==> src/rtl/mul_red_k_pipe.sv <==
// Three-stage Kyber modular multiplier: operand, product, Barrett-reduced result.
// Define MUL_RED_K_OPCHECK_EN to add a sticky err_o flag for operands >= Q.

module red_K #(
  parameter int Q = 3329
) (
  input  logic [23:0] product_i,
  output logic [11:0] result_o
);
  localparam logic [12:0] M = 13'((64'd1 << 24) / Q);
  localparam logic [25:0] QW = 26'(Q);

  logic [12:0] t;
  logic [25:0] r0, r1, r2;

  // Quotient estimate undershoots by at most 2, so two corrections suffice.
  always_comb begin
    t  = 13'((37'(product_i) * 37'(M)) >> 24);
    r0 = 26'(product_i) - 26'(t) * QW;
    r1 = (r0 >= QW) ? r0 - QW : r0;
    r2 = (r1 >= QW) ? r1 - QW : r1;
    result_o = 12'(r2);
  end
endmodule

module mul_red_k_pipe #(
  parameter int Q     = 3329,
  parameter int IDX_W = 8
) (
  input  logic             clk_i,
  input  logic             rst_i,
  input  logic [11:0]      a_i,
  input  logic [11:0]      b_i,
  input  logic [IDX_W-1:0] idx_i,
  input  logic             valid_i,
  output logic             ready_o,
  output logic [11:0]      result_o,
  output logic [IDX_W-1:0] idx_o,
  output logic             valid_o,
  input  logic             ready_i
`ifdef MUL_RED_K_OPCHECK_EN
  ,
  output logic             err_o
`endif
);
  logic             v1_q, v2_q, v3_q;
  logic [11:0]      a1_q, b1_q;
  logic [IDX_W-1:0] idx1_q, idx2_q, idx3_q;
  logic [23:0]      p2_q;
  logic [11:0]      r3_q;
  logic [11:0]      red_res;
  logic             adv1, adv2, adv3;
  logic             in_fire;

  assign adv3    = ~v3_q | ready_i;
  assign adv2    = ~v2_q | adv3;
  assign adv1    = ~v1_q | adv2;
  assign ready_o = adv1;
  assign in_fire = valid_i & adv1;

  red_K #(.Q(Q)) u_red (
    .product_i (p2_q),
    .result_o  (red_res)
  );

  // Payloads load only with a valid incoming beat.
  always_ff @(posedge clk_i) begin
    if (rst_i) begin
      v1_q   <= 1'b0;
      v2_q   <= 1'b0;
      v3_q   <= 1'b0;
      a1_q   <= '0;
      b1_q   <= '0;
      idx1_q <= '0;
      p2_q   <= '0;
      idx2_q <= '0;
      r3_q   <= '0;
      idx3_q <= '0;
    end else begin
      if (adv1) begin
        v1_q <= in_fire;
        if (in_fire) begin
          a1_q   <= a_i;
          b1_q   <= b_i;
          idx1_q <= idx_i;
        end
      end
      if (adv2) begin
        v2_q <= v1_q;
        if (v1_q) begin
          p2_q   <= 24'(a1_q) * 24'(b1_q);
          idx2_q <= idx1_q;
        end
      end
      if (adv3) begin
        v3_q <= v2_q;
        if (v2_q) begin
          r3_q   <= red_res;
          idx3_q <= idx2_q;
        end
      end
    end
  end

  assign result_o = r3_q;
  assign idx_o    = idx3_q;
  assign valid_o  = v3_q;

`ifdef MUL_RED_K_OPCHECK_EN
  localparam logic [11:0] QV = 12'(Q);
  logic err_q;

  always_ff @(posedge clk_i) begin
    if (rst_i) begin
      err_q <= 1'b0;
    end else if (in_fire && (a_i >= QV || b_i >= QV)) begin
      err_q <= 1'b1;
    end
  end

  assign err_o = err_q;
`endif
endmodule

==> config.mk <==
export PLATFORM = sky130hd
export DESIGN_NAME = mul_red_k_pipe
export DESIGN_NICKNAME = d
export VERILOG_FILES = /design/src/rtl/mul_red_k_pipe.sv
export SDC_FILE = /design/constraint.sdc
export NUM_CORES = 1
export LEC_CHECK = 0
export ABC_AREA = 1
export CAP_MARGIN = 30
export CORE_MARGIN = 2
export CORE_UTILIZATION = 55
export DETAILED_ROUTE_END_ITERATION = 16
export GPL_TIMING_DRIVEN = 0
export HOLD_SLACK_MARGIN = 0.15
export PLACE_DENSITY = 0.73
export RECOVER_POWER = 100
export SETUP_SLACK_MARGIN = 0.2
export SLEW_MARGIN = 0
export SYNTH_ARGS = -nofsm -noshare
export SYNTH_HDL_FRONTEND = slang
export SYNTH_SLANG_ARGS = --single-unit
==> constraint.sdc <==
create_clock -name clk_i -period 11.8 [get_ports clk_i]
set_input_delay 1.18 -clock clk_i [delete_from_list [all_inputs] [get_ports clk_i]]
set_output_delay 1.18 -clock clk_i [all_outputs]
set_load 0.01 [all_outputs]
# Yosys cells after proc, flatten, opt, wreduce, memory -nomap -nowiden
# Index checks and enable logic that the tools add are counted.
# Widths: inputs -> output; s select.
# totals
ff_bits	87
elab_cells	30
# op_classes
add_sub_neg	3
multipliers	3
n_lt_le_gt_ge	2
mux	2
n_bitwise	7
reduce_logical	3
# ops
operator	count
$ge 26x12->1 const B	2
$mul 24x13->37 const B	1
$mux 26	1
$sub 24x25->26	1
$sub 26x12->26 const B	1
$mul 13x12->25 const B	1
$mul 12x12->24	1
$mux 12	1
$sub 12x12->12 const B	1
$reduce_and 2->1	3
$not 1->1	3
$or 1x1->1	3
$and 1x1->1	1

# Longest topological paths before layout
# Gate-level depths: netlist of the first run.
# depth
depth_word	7
ltp_mapped	63
ltp_nobuf	62

# Cells and area by module
# A second synthesis of the first run with hierarchy kept.
# hier_totals
hier_cells	2751
area_unflattened_um2	19567.5
# by_module_without_submodules
mod	instances	cells_each	area_per_inst_um2
red_K	1	1625	11437.2
mul_red_k_pipe	1	1126	8130.3

# Worst setup path after synthesis of the first run
# Ideal clock, no wire load.
# synth_timing
path_kind	register to register
startpoint	register p2_q[9]
endpoint	register r3_q[9], in the netlist result_o[9]
arrival_time_ns	9.975
path_slack_ns	1.716
stages_incl_launch_ff	56
n_path_buf	2
period_less_slack_ns	10.084
cell_sequence	dfxtp_1 fa_1 fa_1 fa_1 fa_1 inv_1 fa_1 inv_1 ha_1 nand4_1 o221ai_1 a21oi_1 o21ai_0 nand3_1 a21boi_0 o21ai_0 o21ai_0 xor2_1 [... 20 more ...] nand2_1 nor2_2 nand3_4 buf_2 a21oi_2 ha_1 nand3_2 nor2_2 nand3_2 nand2_2 nand3_1 nand2_2 nand2_4 buf_6 nand2_1 nand3_1 nand2_1 inv_1
# synth_between
elab_chain_cells	7
word_cells_on_any_way	9
cone_classes	add/sub: 3; mul: 2; order compare: 2; mux: 2
# synth_lines
item	line	text
start, declared	49	logic [23:0] p2_q;
start signal, assigned	91	p2_q <= 24'(a1_q) * 24'(b1_q);
$mul 24x13->37	18	t = 13'((37'(product_i) * 37'(M)) >> 24);
$mul 13x12->25	19	r0 = 26'(product_i) - 26'(t) * QW;
$sub 24x25->26 (*)	19	
$sub 26x12->26 / $ge 26x12->1 (equally long branches)	20	r1 = (r0 >= QW) ? r0 - QW : r0;
$mux 26 (*)	20	
$ge 26x12->1 / $sub 12x12->12 (equally long branches)	21	r2 = (r1 >= QW) ? r1 - QW : r1;
$mux 12 (*)	21	
end signal, assigned	98	r3_q <= red_res;
end, declared	50	logic [11:0] r3_q;
# Mark *: on every way between the ends. The rest lies on a longest branch, timed or not.
# A chain may end at the register's enable or synchronous reset.

# Worst setup path after layout of the first run
# layout_timing
startpoint	register p2_q[5]
endpoint	register r3_q[8], in the netlist result_o[8]
# Same word-level chain as after synthesis.

==> run_results.csv, run 1 <==
group,metric,value,unit
detailed_routing,dr.pass1.iters,5,
worst_setup_path,worstReg2RegEnd,"result_o[8]",
worst_setup_path,start_kind,"flop",
logic_synthesis,postSynthAreaPerCell,7.31,um^2
place,numPortBuffers,57,
detailed_routing,ant_nets,0,
timing,hold_viol,0,
timing,min_period_over_period,93.9,%
grt,grt_max_degree,19,
cts,cts.htree.levels,3,
timing,rsz0062_at_grt,"false",
cells_and_area,nets,3251,
worst_setup_path,crit_top_cell,"inv_1",
logic_synthesis,yosysTopAreaCell,"fa_1",
worst_setup_path,cp_top_family,"adder cells",
timing,finalMaxSlewViolations,0,
timing,skew,9.80,ps
timing,setup_violations,0,
logic_synthesis,netlist_area,19000,um^2
cts,clock-sinks,87,
run_status,status,"complete, no violations",
die,initial_core_util,55.3,%
worst_setup_path,reg2reg_setup_slack,720,ps
detailed_routing,via_per_inst,5.20,
logic_synthesis,ys_seq_area_share,9.18,%
cells_and_area,stdcell_count,3143,
cells_and_area,diodes,0,
logic_synthesis,synth_cell_type_count,50,
logic_synthesis,ys_ff_latch,87,
cts,clk_pin_slew,80,ps
die,num_rows,68,
logic_synthesis,ys.flop_type,"dfxtp_1",
worst_setup_path,critPathKind,"flop to flop",
place,gp_congestion,0.939,
cells_and_area,drive_gt1_share,7.40,%
grt,track_usage,28.5,%
grt,grt_first_pass_wirelength,82000,um
logic_synthesis,ys_top_cells_by_area,"fa_1 27%, ha_1 18%, inv_1 13%",
cts,cts_tree,"yes",
logic_synthesis,yosysWarnings,0,
place,place_inst,3106,
min_path,hold_depth,2,
place,place_area,20100,um^2
detailed_routing,vias,16400,
die,dieArea,36000,um^2
die,core_area,34300,um^2
logic_synthesis,synthesis.nets,3162,
timing,finalCriticalPeriod,11080,ps
detailed_routing,drtIter0Drc,832,
logic_synthesis,synth-edff-count,0,
worst_setup_path,cp_slowest_cell,"dfxtp_1",
cells_and_area,fin_area,21000,um^2
cts,cts_buffers,9,
die,num_io_pins,58,
grt,overflow,0,
timing,fmax,90.3,MHz
worst_setup_path,required,12050,ps
logic_synthesis,synthCells,2594,
min_path,min_to,"idx2_q[7]",
cells_and_area,area_growth,10.5,%
die,fp.dieW,190,um
detailed_routing,wl_per_cell,15.7,um
timing,hold-worst-slack,480,ps
timing,tightest_slew,888,ps
flow_run,drv_cap,0,
grt,grt_pass1_vias,16700,
detailed_routing,drc,0,
logic_synthesis,yosys-top-cells-count,"642 x inv_1, 542 x nand2_1, 275 x ha_1",
worst_setup_path,end_kind,"flop",
logic_synthesis,synth_top_area_share,27.1,%
logic_synthesis,synth_async_sr_flop_share,0,%
cts,cts.path.max_buffers,2,
timing,slew_headroom,40.7,%
cts,postCtsHoldBufs,0,
worst_setup_path,critPathMaxStageDelay,740,ps
worst_setup_path,worst-path-buf-inv,12,
cts,clk_latency,350,ps
cts,cts-root-buf,"clkbuf_16",
die,die_h,190,um
worst_setup_path,reg2reg_depth,56,
worst_setup_path,cp_max_fo,10,
min_path,hold_start,"idx2_q[7]",
place,hpwl,42300,um
detailed_routing,wl,49300,um
min_path,holdCritPathClass,"flop to flop",
logic_synthesis,yosys.cell_count.top_type,"inv_1",
worst_setup_path,worstPathArrival,11330,ps
worst_setup_path,reg2reg_from,"p2_q[5]",
grt,antenna_found_initial,0,
cell type report:
class	count	area (um^2)
clock buffers	9	225
multi-input cells	1795	14900
well taps	455	569
repair buffers	77	721
plain buffers	54	238
flip-flops and latches	87	1790
clock inverters	7	72.6
inverters	659	2480
fillers	3099	13300
kinds of logic after synthesis:
| logic type | share of synthesized area (%) |
|---|---|
| AND/OR/NAND/NOR | 21.2 |
| AO/OA/AOI/OAI | 7.41 |
| adder cells (fa/ha/maj) | 45.3 |
| flip-flops | 9.18 |
| XOR/XNOR | 2.72 |
| buffers and inverters | 14.2 |
routing by layer:
| metal | wire, um | GRT usage [%] | vias to the layer above |
|---|---|---|---|
| li1 | - | - | 8018 |
| met1 | 21600 | 36.9 | 7851 |
| met2 | 24100 | 50.5 | 406 |
| met3 | 2130 | 2.32 | 77 |
| met4 | 1560 | 8.97 | 0 |
| met5 | 0 | 0 | - |
how the worst max path moves through the flow:
stage	from	to	slack, ps	depth (start not counted)
after global routing	p2_q[7]	result_o[3]	90	58
after CTS	p2_q[22]	result_o[3]	210	59
after global placement	p2_q[7]	result_o[11]	-130	55
after floorplan	p2_q[9]	result_o[9]	1720	55
after detailed placement	p2_q[7]	result_o[3]	-330	58
final	p2_q[5]	result_o[8]	720	56
worst register-to-register path: cells and delay by family (launching register included):
| family | cells | cell delay (ps) |
|---|---|---|
| adders and majority gates | 12 | 5030 |
| buffers and inverters | 12 | 1020 |
| xor gates and xnor gates | 2 | 420 |
| DFF | 1 | 740 |
| and+or+nand+nor | 23 | 2610 |
| AOI/OAI and AO/OA | 7 | 1180 |
stage by stage:
step	setup slack, ps	setup TNS [ps]	utilization [%]
final	724	0	61.1
after global routing	86.1	0	61.1
after CTS	208	0	59.7
after detailed placement	-329	-3080	58.7
after global placement	-126	-854	58.7
after floorplan	1720	0	-
flip-flops by register name, summed over array words and instances (netlist names):
register and cells:
idx2_q 8, v1_q 1, b1_q 12, idx_o 8
valid_o 1, result_o 12, p2_q 24, v2_q 1
idx1_q 8, a1_q 12
placed cells by master (no fill, tap or decap), types with 5 or more instances in the layout:
cell type / count
nor2_2: 16
xor2_1: 37
clkbuf_1: 48
a31oi_1: 8
nand3_1: 84
nand3_2: 11
xnor2_1: 14
nand3b_1: 6
dfxtp_2: 8
dfxtp_1: 70
o211ai_1: 10
clkdlybuf4s50_1: 34
inv_1: 635
a21o_1: 5
buf_4: 22
nand2_1: 536
inv_2: 21
o21ai_0: 103
a21oi_1: 90
nor2_4: 16
fa_1: 256
dlygate4sd3_1: 23
nor2_1: 208
dfxtp_4: 9
nand4_1: 24
nand2_2: 30
a21oi_2: 7
clkbuf_16: 9
ha_4: 5
nor3_1: 12
ha_1: 267
o21ai_2: 6
what timing repair did:
action	CTS	global route
setup buffers	2	18
endpoints found under the setup margin	12	12
gates resized for setup	23	87
pin swaps	0	11
gates cloned	0	1
Power of run 1 is not shown: default switching activity piles up to over one toggle a cycle in this logic, so the estimate is an artifact.
==> run 2: changes to the inputs <==
--- a/config.mk
+++ b/config.mk
@@ -8,11 +8,10 @@
 export ABC_AREA = 1
 export CAP_MARGIN = 30
 export CORE_MARGIN = 2
-export CORE_UTILIZATION = 55
+export CORE_UTILIZATION = 30
 export DETAILED_ROUTE_END_ITERATION = 16
 export GPL_TIMING_DRIVEN = 0
 export HOLD_SLACK_MARGIN = 0.15
-export PLACE_DENSITY = 0.73
 export RECOVER_POWER = 100
 export SETUP_SLACK_MARGIN = 0.2
 export SLEW_MARGIN = 0
==> run 2 against run 1 <==
Compared with the run above:
- non-clock buffer count grew 3
- die area grew 81%
- wire length shrank 3.4%
- critical path type unchanged
- largest cell class unchanged
- highest routed layer unchanged
==> run_results.csv, run 2 (same netlist as run 1, synthesis figures left out) <==
group,metric,value,unit
grt,grt_first_pass_wirelength,79200,um
grt,grt_pass1_vias,15500,
worst_setup_path,required,12060,ps
detailed_routing,wl,47700,um
cells_and_area,diodes,0,
cells_and_area,stdcell_count,3536,
detailed_routing,drc,0,
cts,cts_tree,"yes",
cells_and_area,regArea,1790,um^2
worst_setup_path,crit_top_cell,"nand2_1",
place,numPortBuffers,57,
timing,hold_viol,0,
cells_and_area,top_register,"p2_q",
grt,overflow,0,
detailed_routing,dr.pass1.iters,6,
cells_and_area,drive_gt1_share,6.99,%
cells_and_area,area_growth,12.8,%
die,die_h,255,um
timing,finalMaxSlewViolations,0,
cells_and_area,nets,3253,
timing,slew_headroom,47.7,%
cells_and_area,fillers,6793,
cts,clk_pin_slew,70,ps
timing,tightest_slew,784,ps
detailed_routing,via_per_inst,4.48,
min_path,holdCritPathClass,"flop to flop",
cells_and_area,largest_reg_flops,24,
die,dieArea,65300,um^2
place,place_inst,3497,
detailed_routing,ant_nets,0,
flow_run,drv_cap,0,
cells_and_area,multiInputGateArea,14700,um^2
die,initial_core_util,30.2,%
worst_setup_path,end_kind,"flop",
worst_setup_path,cp_slowest_cell,"fa_1",
worst_setup_path,worst-path-buf-inv,7,
timing,tns,0,ps
timing,finalCriticalPeriod,11000,ps
cts,cts.htree.levels,3,
cts,cts_buffers,9,
worst_setup_path,critPathKind,"flop to flop",
die,fp.dieW,255,um
detailed_routing,drtIter0Drc,900,
detailed_routing,vias,15800,
worst_setup_path,worstPathArrival,11260,ps
cts,cts.path.max_buffers,2,
timing,setup_violations,0,
grt,grt_max_degree,17,
worst_setup_path,cp_max_fo,10,
cts,clock-sinks,87,
worst_setup_path,start_kind,"flop",
timing,rsz0062_at_grt,"false",
die,num_io_pins,58,
cts,clk_latency,350,ps
cells_and_area,final_cell_mix,"635 x inv_1, 539 x nand2_1, 269 x ha_1, 255 x fa_1, 213 x nor2_1",
place,hpwl,41600,um
run_status,status,"complete, no violations",
worst_setup_path,critPathMaxStageDelay,600,ps
timing,min_period_over_period,93.2,%
die,num_rows,92,
timing,skew,9.33,ps
cells_and_area,final_common_cell,"inv_1",
worst_setup_path,cp_top_family,"adder cells",
place,gp_congestion,0.920,
cts,postCtsHoldBufs,0,
grt,track_usage,14.8,%
grt,antenna_found_initial,0,
timing,fmax,90.9,MHz
cts,cts-root-buf,"clkbuf_16",
die,core_area,62900,um^2
detailed_routing,wl_per_cell,13.5,um
-- run 2: cell types whose count changed in the layout (fill, tap and decap cells not counted), moves of 3 or more --
cell / delta
a21oi_1: +3
buf_4: +3
ha_4: -3
nand2_1: +3
nor2_1: +5
nor2_4: -7
o21ai_1: +3
-- run 2: worst reg2reg max path, delay by kind of cell, from the launching register on --
family / cells / cell delay [ps]
AOI/OAI and AO/OA: 6 / 1210
and+or+nand+nor: 25 / 2790
adders and majority gates: 13 / 5390
buffers and inverters: 7 / 580
DFF: 1 / 400
xor gates and xnor gates: 1 / 520
-- run 2: routing by layer --
metal	global-route usage [%]	share of wire (%)
met1	20.3	47
met2	24.8	47
met3	1.56	3.7
met4	3.40	2.3
met5	0	0
-- run 2: final cells by class --
type / count / share of cell area (%)
multi-input cells: 1794 / 68.9
inverters: 659 / 11.6
flip-flops and latches: 87 / 8.36
well taps: 846 / 4.95
repair buffers: 80 / 3.47
plain buffers: 54 / 1.13
clock buffers: 10 / 1.12
clock inverters: 6 / 0.456
-- run 2: path summary, 6_finish.rpt --
path / from / to / depth (start not counted) / slack, ps
hold / removal: v2_q / valid_o / 2 / 470
setup reg to reg: p2_q[8] / result_o[11] / 52 / 800
hold reg to reg: v2_q / valid_o / 2 / 470
setup / recovery: p2_q[8] / result_o[11] / 52 / 800
-- run 2: per-stage QoR --
step	util, %	hold WS, ps	setup WS (ps)	area [um^2]
after floorplan	-	450	1720	19000
after global placement	32.8	457	-217	20600
after detailed placement	32.8	466	-168	20600
after CTS	33.4	473	209	21000
after global routing	34.0	491	85.3	21400
final	34.0	475	801	21400
-- run 2: timing repair --
action,CTS,global route
setup buffers,3,20
setup endpoints to repair,12,12
gates resized for setup,15,72
pin swaps,1,12
Power of run 2 is left out for the same reason.
==> run 3: changes to the inputs <==
--- a/config.mk
+++ b/config.mk
@@ -13,6 +13,7 @@
 export GPL_TIMING_DRIVEN = 0
 export HOLD_SLACK_MARGIN = 0.15
 export RECOVER_POWER = 100
+export REMOVE_ABC_BUFFERS = 1
 export SETUP_SLACK_MARGIN = 0.2
 export SLEW_MARGIN = 0
 export SYNTH_ARGS = -nofsm -noshare
==> run 3 against run 2 <==
Compared with the run above:
- the run now ends with capacitance limit, slew limit left
- die area stayed put
- final cell count down 0.88%
- via count shrank 1.8%
- flip-flop and latch count stayed put
- final area up 0.16%
- worst hold slack worse by 2.2 ps
- utilization grew 0.056 points
- clock skew shrank 1.5 ps
- worst setup slack got worse by 57 ps
- count of clock-buffer cells in the layout is the same
- first-iteration DRC count fell by 8.2%
- critical path type unchanged
- highest routed layer unchanged
==> run_results.csv, run 3 (same netlist as run 1, synthesis figures left out) <==
group,metric,value,unit
cts,cts_buffers,9,
detailed_routing,via_per_inst,4.44,
cts,cts_tree,"yes",
worst_setup_path,startpoint,"p2_q[21]",
cells_and_area,diodes,0,
detailed_routing,drc,0,
worst_setup_path,start_kind,"flop",
place,gp_congestion,0.921,
timing,finalMaxSlewViolations,60,
die,die_h,255,um
worst_setup_path,reg2reg_setup_slack,740,ps
place,place_area,20500,um^2
timing,min_period_over_period,93.7,%
worst_setup_path,worstReg2RegEnd,"result_o[2]",
cts,cts.htree.levels,3,
grt,grt_max_degree,60,
timing,finalCriticalPeriod,11060,ps
min_path,holdCritPathClass,"flop to flop",
detailed_routing,wl_per_cell,13.1,um
cts,cts-root-buf,"clkbuf_16",
cells_and_area,fin_area,21400,um^2
timing,setup_violations,0,
cts,clk_pin_slew,70,ps
grt,track_usage,14.2,%
cells_and_area,final_common_cell,"inv_1",
timing,hold-worst-slack,473,ps
min_path,hold_depth,2,
worst_setup_path,cp_max_fo,14,
cells_and_area,largest_reg_flops,24,
grt,grt_pass1_vias,15200,
die,num_rows,92,
worst_setup_path,required,12070,ps
cells_and_area,top_register,"p2_q",
worst_setup_path,cp_slowest_cell,"fa_1",
detailed_routing,vias,15600,
die,initial_core_util,30.2,%
worst_setup_path,critPathKind,"flop to flop",
min_path,min_to,"valid_o",
die,core_area,62900,um^2
detailed_routing,ant_nets,0,
timing,tightest_slew,1540,ps
grt,overflow,0,
cells_and_area,final_cell_mix,"637 x inv_1, 534 x nand2_1, 266 x ha_1, 256 x fa_1, 211 x nor2_1",
timing,fmax,90.4,MHz
worst_setup_path,worstPathArrival,11320,ps
cells_and_area,area_growth,12.9,%
place,hpwl,38500,um
worst_setup_path,reg2reg_depth,56,
grt,antenna_found_initial,0,
die,fp.dieW,255,um
timing,rsz0062_at_grt,"false",
timing,skew,7.85,ps
die,num_io_pins,58,
run_status,failed_checks,"capacitance limit, slew limit",
run_status,status,"finished, violations left",
cells_and_area,nets,3222,
cts,clk_latency,370,ps
grt,grt_first_pass_wirelength,76700,um
worst_setup_path,crit_top_cell,"inv_1",
min_path,hold_start,"v2_q",
timing,slew_headroom,-2.90,%
worst_setup_path,critPathMaxStageDelay,550,ps
flow_run,drv_cap,1,
worst_setup_path,end_kind,"flop",
detailed_routing,drtIter0Drc,826,
detailed_routing,dr.pass1.iters,5,
cells_and_area,drive_gt1_share,7.90,%
worst_setup_path,reg2reg_from,"p2_q[21]",
cts,cts.path.max_buffers,2,
die,dieArea,65300,um^2
place,numPortBuffers,57,
cts,clock-sinks,87,
timing,hold_viol,0,
detailed_routing,wl,45900,um
-- run 3: cell count changes in the layout (fill, tap and decap cells not counted), moves of 3 or more --
cell / before / now
buf_4: 25 / 38
ha_1: 269 / 266
dfxtp_1: 70 / 73
nand2_2: 28 / 31
a21oi_2: 5 / 9
a21oi_1: 93 / 89
xor2_2: 5 / 2
clkbuf_1: 48 / 2
nor2_4: 9 / 13
nand2_1: 539 / 534
-- run 3: layer usage --
metal  track usage [%]  routed length (um)  share of wire [%]  up-vias
li1                  -                   -                  -     7964
met1              19.4               21900                 48     7378
met2              24.9               22300                 49      199
met3              1.48                1220                2.7       21
met4              1.84                 367               0.80        0
met5                 0                   0                  0        -
-- run 3: metrics by stage --
stage | std cells | util, % | setup WS [ps] | TNS [ps]
after detailed placement | 3446 | 32.5 | -213 | -1820
after floorplan | 2540 | - | 1630 | 0
after global routing | 3505 | 34.1 | 68.4 | 0
after CTS | 3464 | 33.1 | 204 | 0
after global placement | 3443 | 32.4 | -194 | -1600
final | 3505 | 34.1 | 744 | 0
-- run 3: how the worst max path moves through the flow --
| stage | endpoint | depth (start not counted) | slack [ps] |
|---|---|---|---|
| after CTS | result_o[4] | 57 | 200 |
| after floorplan | result_o[2] | 53 | 1630 |
| after global routing | result_o[5] | 59 | 70 |
| after detailed placement | result_o[4] | 54 | -210 |
| after global placement | result_o[4] | 53 | -190 |
| final | result_o[2] | 56 | 740 |
-- run 3: timing repair --
action / 4_1_cts / 5_1_grt
setup endpoints to repair: 12 / 12
hold buffers: 0 / 0
gates resized for setup: 14 / 85
pin swaps: 2 / 20
buffers inserted: 1 / 40
cloned: 1 / 1
-- run 3: final cells by class --
type                            instances  area (um^2)
Clock inverter                          6         52.6
Clock buffer                           10          239
Timing Repair Buffer                  101          951
Tap cell                              846         1060
Inverter                              659         2490
Multi-Input combinational cell       1796        14900
Sequential cell                        87         1780
Fill cell                            6823        41400
-- run 3: worst max-delay path: cells and delay by family (launching register included) --
kind                       cells  cell delay (ps)
AOI/OAI and AO/OA              7             1230
DFF                            1              380
adders and majority gates     13             5300
buffers and inverters         11              740
xor gates and xnor gates       1              220
and+or+nand+nor               24             3050
Power of run 3 is left out for the same reason.
